**config.mk**
```make
export PLATFORM = sky130hd
export DESIGN_NAME = crc_frame_transmitter_flat
export DESIGN_NICKNAME = d
export VERILOG_FILES = /design/src/rtl/link_pkg.sv /design/src/rtl/crc_frame_transmitter_if.sv /design/src/rtl/crc4_serial.sv /design/src/rtl/crc_frame_transmitter.sv /design/src/flat_wrapper.sv
export SDC_FILE = /design/constraint.sdc
export NUM_CORES = 1
export LEC_CHECK = 0
export CORE_MARGIN = 2
export CORE_UTILIZATION = 50
export CTS_BUF_LIST = sky130_fd_sc_hd__clkbuf_16
export DETAILED_ROUTE_END_ITERATION = 8
export HOLD_SLACK_MARGIN = 0.1
export PLACE_DENSITY = 0.78
export SLEW_MARGIN = 10
export SYNTH_ARGS = -nofsm -noshare
export SYNTH_HDL_FRONTEND = slang
export SYNTH_SLANG_ARGS = --single-unit
```
**constraint.sdc**
```tcl
create_clock -name clock -period 3.2 [get_ports clock]
set_clock_uncertainty 0.1 [all_clocks]
set_input_delay 0.96 -clock clock [delete_from_list [all_inputs] [get_ports clock]]
set_output_delay 0.96 -clock clock [all_outputs]
set_load 0.05 [all_outputs]
```
**src/rtl/link_pkg.sv**
```systemverilog
// link_pkg: shared frame layout, CRC-4 parameters and transmitter state type
package link_pkg;
  localparam int DATA_W = 64;
  localparam int ADDR_W = 4;
  localparam int CRC_W = 4;
  localparam logic [CRC_W-1:0] CRC_POLY = 4'h3;
  localparam logic [CRC_W-1:0] CRC_INIT = 4'h0;
  localparam int FRAME_LEN = 2*ADDR_W + DATA_W + CRC_W;
  localparam int SH_W = 2*ADDR_W + DATA_W;
  localparam int CNT_W = $clog2(FRAME_LEN);
  typedef logic [CNT_W-1:0] cnt_t;
  localparam cnt_t HDR_END = cnt_t'(2*ADDR_W - 1);
  localparam cnt_t DATA_END = cnt_t'(SH_W - 1);
  localparam cnt_t DONE_CNT = cnt_t'(FRAME_LEN - 2);
  localparam cnt_t CRC_END = cnt_t'(FRAME_LEN - 1);
  typedef enum logic [1:0] {IDLE, HDR, DATA, CRC} tx_state_t;
endpackage

```
**src/rtl/crc_frame_transmitter_if.sv**
```systemverilog
// crc_frame_transmitter_if: request handshake and serial frame outputs
interface crc_frame_transmitter_if;
  import link_pkg::*;
  logic tx_valid;
  logic tx_ready;
  logic [DATA_W-1:0] tx_data;
  logic [ADDR_W-1:0] tx_src;
  logic [ADDR_W-1:0] tx_dst;
  logic ser_out;
  logic ser_valid;
  logic [CRC_W-1:0] crc_last;
  logic tx_done;
  modport master (output tx_valid, tx_data, tx_src, tx_dst, input tx_ready, ser_out, ser_valid, crc_last, tx_done);
  modport slave (input tx_valid, tx_data, tx_src, tx_dst, output tx_ready, ser_out, ser_valid, crc_last, tx_done);
endinterface

```
**src/rtl/crc4_serial.sv**
```systemverilog
// crc4_serial: bit-serial CRC-4 LFSR, one message bit per enabled cycle
module crc4_serial
  import link_pkg::*;
(
  input  logic             clock,
  input  logic             reset,
  input  logic             init,
  input  logic             en,
  input  logic             bit_in,
  output logic [CRC_W-1:0] crc
);
  logic fb;
  assign fb = bit_in ^ crc[CRC_W-1];
  always_ff @(posedge clock)
    crc <= (reset || init) ? CRC_INIT : en ? ({crc[CRC_W-2:0], 1'b0} ^ (fb ? CRC_POLY : '0)) : crc;
endmodule

```
**src/rtl/crc_frame_transmitter.sv**
```systemverilog
// crc_frame_transmitter: serializes src, dst, payload and a running CRC-4, MSB first
module crc_frame_transmitter
  import link_pkg::*;
(
  input logic clock,
  input logic reset,
  crc_frame_transmitter_if.slave t
);
  tx_state_t state;
  cnt_t cnt;
  logic [SH_W-1:0] sh;
  logic [CRC_W-1:0] crc;
  logic accept, crc_en;
  assign t.tx_ready = state == IDLE || (state == CRC && cnt == CRC_END);
  assign accept = t.tx_valid && t.tx_ready;
  // sh[msb] is the bit about to be driven, so the CRC sees each payload bit as it enters ser_out
  assign crc_en = (state == HDR && cnt == HDR_END) || (state == DATA && cnt != DATA_END);
  crc4_serial u_crc (.clock, .reset, .init(accept), .en(crc_en), .bit_in(sh[SH_W-1]), .crc);
  always_ff @(posedge clock) begin
    if (reset) begin
      state <= IDLE;
      cnt <= '0;
      sh <= '0;
      t.ser_out <= 1'b0;
      t.ser_valid <= 1'b0;
      t.tx_done <= 1'b0;
      t.crc_last <= '0;
    end else begin
      t.tx_done <= state == CRC && cnt == DONE_CNT;
      if (state == CRC && cnt == CRC_END) t.crc_last <= crc;
      if (accept) begin
        state <= HDR;
        cnt <= '0;
        sh <= {t.tx_src[ADDR_W-2:0], t.tx_dst, t.tx_data, 1'b0};
        t.ser_out <= t.tx_src[ADDR_W-1];
        t.ser_valid <= 1'b1;
      end else if (state == IDLE || cnt == CRC_END) begin
        state <= IDLE;
        cnt <= '0;
        t.ser_out <= 1'b0;
        t.ser_valid <= 1'b0;
      end else begin
        cnt <= cnt + 1'b1;
        t.ser_out <= cnt == DATA_END ? crc[CRC_W-1] : sh[SH_W-1];
        sh <= cnt == DATA_END ? {crc[CRC_W-2:0], {(SH_W-CRC_W+1){1'b0}}} : sh << 1;
        state <= cnt == HDR_END ? DATA : cnt == DATA_END ? CRC : state;
      end
    end
  end
endmodule

```
**src/flat_wrapper.sv**
```systemverilog
// flat-port wrapper written by rule: the top's interface ports become plain ports
module crc_frame_transmitter_flat import link_pkg::*;
  (clock, reset, t_tx_valid, t_tx_data, t_tx_src, t_tx_dst, t_tx_ready, t_ser_out, t_ser_valid, t_crc_last, t_tx_done);
  crc_frame_transmitter_if t_i ();
  input logic clock;
  input logic reset;
  input wire logic [$bits(t_i.tx_valid)-1:0] t_tx_valid;
  input wire logic [$bits(t_i.tx_data)-1:0] t_tx_data;
  input wire logic [$bits(t_i.tx_src)-1:0] t_tx_src;
  input wire logic [$bits(t_i.tx_dst)-1:0] t_tx_dst;
  output wire logic [$bits(t_i.tx_ready)-1:0] t_tx_ready;
  output wire logic [$bits(t_i.ser_out)-1:0] t_ser_out;
  output wire logic [$bits(t_i.ser_valid)-1:0] t_ser_valid;
  output wire logic [$bits(t_i.crc_last)-1:0] t_crc_last;
  output wire logic [$bits(t_i.tx_done)-1:0] t_tx_done;
  assign t_i.tx_valid = t_tx_valid;
  assign t_i.tx_data = t_tx_data;
  assign t_i.tx_src = t_tx_src;
  assign t_i.tx_dst = t_tx_dst;
  assign t_tx_ready = t_i.tx_ready;
  assign t_ser_out = t_i.ser_out;
  assign t_ser_valid = t_i.ser_valid;
  assign t_crc_last = t_i.crc_last;
  assign t_tx_done = t_i.tx_done;
  crc_frame_transmitter u_core (.clock(clock), .reset(reset), .t(t_i));
endmodule
```
==> impl_metrics.tcl, run 1 <==
set metrics [dict create \
    setup_tns_ps 0 \
    cp_max_fo 7 \
    cp-start-kind "flop" \
    ant_nets 0 \
    cts_buffers 9 \
    synth_edf_count 0 \
    hold_viol_final 0 \
    status "complete, but fails checks" \
    clockRootBuffer "clkbuf_16" \
    start_util_pct 51.07 \
    fin_nets 577 \
    cts_tree "built" \
    synth_fp_nets 525 \
    diodes 0 \
    n_fill_cell 662 \
    core_area_um2 8175 \
    cap_viol_max_count 0 \
    grt_start_max_net_pins 69 \
    netlist_area_um2 4175 \
    fmax_mhz 344.3 \
    fin_cells 610 \
    power_density_nw_per_um2 507.2 \
    synth_mux_area_share_pct 1.918 \
    cts_buffer_depth 2 \
    synthArstFlopShare_pct 0 \
    synth-compound-area-share_pct 33.83 \
    mostFrequentLayoutCells "dfxtp_1 (91), clkdlybuf4s50_1 (79), inv_1 (72), a211oi_1 (68), a222oi_1 (67)" \
    relSlewSlack_pct 49.47 \
    clk_latency_ps 340 \
    grt_overflow 0 \
    leakage_nw 2.051 \
    dp_hpwl_mm 6.320 \
    post_cts_resized 0 \
    failed_checks "DRC" \
    port_buffers 82 \
    die_w_um 95.38 \
    clk_pin_slew_worst_paths_ps 60 \
    htreeDepth 3 \
    synthAdderAreaFrac_pct 0.5993 \
    track_usage_pct 21.93 \
    die_y_um 95.38 \
    syn_area_per_cell_um2 9.320 \
    final_common_cell "dfxtp_1" \
    syn_inst 448 \
    place_congestion 0.8441 \
    cp_num_buf_inv 1 \
    crit_chain "nand4bb_1 > o31ai_4 > buf_12" \
    ys_ff_latch 91 \
    critical_path.top_delay_family "flip-flops" \
    crit_path_end_kind "output port" \
    grt_pass1_wl_mm 15.97 \
    synth_ff_type "dfxtp_1" \
    synth_xor_area_share_pct 1.678 \
    die_area_um2 9097 \
    yosysSeqAreaShare_pct 43.63 \
    area_growth_pct 27.24 \
    max_stage_delay_ps 470 \
    cts_sinks 91 \
    slowest_stage "dfxtp_1" \
    vias 3856 \
    synth_top_family_by_area "compound AO/OA/AOI/OAI gates" \
    drv_slew 0 \
    cts_setup_buffers 0 \
    min_path_type "reg2reg" \
    first_iter_violations 457 \
    wl_per_cell_um 16.41 \
    max-vdd-ir-drop_v 0.0002488 \
    synth.distinct_cells 43 \
    num_rows 33 \
    rsz0062_at_grt "no" \
    tightest_slew_ps 752.1 \
    yosysWarnings 0 \
    period_share_pct 90.75 \
    synth_simple_gate_area_share_pct 6.563 \
    critical_path_class "reg2out" \
    num_io_pins 83 \
    wirelength_mm 10.01 \
    drive_above_1_share_pct 6.337 \
    cts_hold_buf 0 \
    worstPathRequired_ps 2140 \
    grt_pass1_vias 3493 \
    timing.final.crit_period_ps 2904 \
    drt_pass1_iterations 9 \
    setup_viol 0 \
    worstPathArrival_ps 1840 \
    drc 41 \
    dp.cells 594 \
    viasPerCell 6.321 \
    antenna_found_initial 0 \
]
-- layer usage --
metal  wire, µm  vias up  share of wire, %  global-route usage, %
li1           -     1831                 -                      -
met1       4344     1847                43                  29.00
met2       4790      155                48                  35.04
met3        631       23               6.3                  3.478
met4        243        0               2.4                  10.60
met5          0        -                 0                      0
-- sequential cells by signal, summed over array words and instances (netlist names) --
register	cells
u_core.state	2
u_core.t.crc_last	4
u_core.t.ser_out	1
u_core.t.ser_valid	1
u_core.t.tx_done	1
u_core.sh	71
u_core.cnt	7
u_core.u_crc.crc	4
-- path summary, 6_finish.rpt --
path                   endpoint     startpoint  cells past startpoint  slack [ps]
hold / removal    u_core.cnt[0]  u_core.cnt[0]                      1         360
setup reg to reg  u_core.sh[52]  u_core.cnt[3]                      6         370
hold reg to reg   u_core.cnt[0]  u_core.cnt[0]                      1         360
setup / recovery     t_tx_ready  u_core.cnt[3]                      3         300
-- cells in the mapped netlist (all sizes together), types with 4 or more instances --
cell	instances	share of area, %
nor2	14	1.3
xnor2	6	1.3
a211oi	68	12
inv	71	6.4
a222oi	67	16
o21ai	5	0.69
or3	4	0.60
nand2	9	0.81
dfxtp	91	44
a21boi	4	0.72
mux2i	8	1.9
buf	23	2.9
nand3	5	0.60
clkbuf	27	2.5
a21oi	10	1.2
-- power by group --
group          switching (W)  internal, W
Clock               0.000423     0.000594
Combinational       0.000196     0.000218
Sequential         0.0000483      0.00122
Total               0.000667      0.00203
-- stage by stage --
step           utilization [%]  hold WS [ps]  setup slack, ps  area (µm²)  total power, W
2_1_floorplan                -         325.8            726.2        4175        0.001539
3_3_place_gp             61.49         340.2            636.0        5027        0.001684
3_5_place_dp             61.49         356.6            502.8        5027        0.001697
4_1_cts                  64.98         365.2            331.1        5313        0.002707
5_1_grt                  64.98         387.8            232.0        5313        0.002798
6_report                 64.98         360.6            295.9        5313        0.002695
-- cell families (layout without fill, tap and decap cells) --
group	Yosys count	count (layout)
buffers and inverters	121	178
AND/OR/NAND/NOR	51	51
multiplexers	8	8
XOR/XNOR	8	8
flip-flops	91	91
adder cells (fa/ha/maj)	2	2
AO/OA/AOI/OAI	167	167
-- cell type report --
cell class	count	area, µm²	area share (%)
clock buffers	9	225.2	4.239
well taps	105	131.4	2.473
multi-input cells	236	1882	35.42
clock inverters	7	60.06	1.130
repair buffers	91	925.9	17.43
inverters	71	266.5	5.016
flip-flops and latches	91	1822	34.29
Note: power is estimated with default switching activity, not from simulation.
==> inputs of run 2 (changes only) <==
--- a/config.mk
+++ b/config.mk
@@ -5,6 +5,7 @@
 export SDC_FILE = /design/constraint.sdc
 export NUM_CORES = 1
 export LEC_CHECK = 0
+export ABC_CLOCK_PERIOD_IN_PS = 3200
 export CORE_MARGIN = 2
 export CORE_UTILIZATION = 50
 export CTS_BUF_LIST = sky130_fd_sc_hd__clkbuf_16
==> results of run 2 <==
Same layout as run 1: the final DEF is identical, and so are final timing and power.
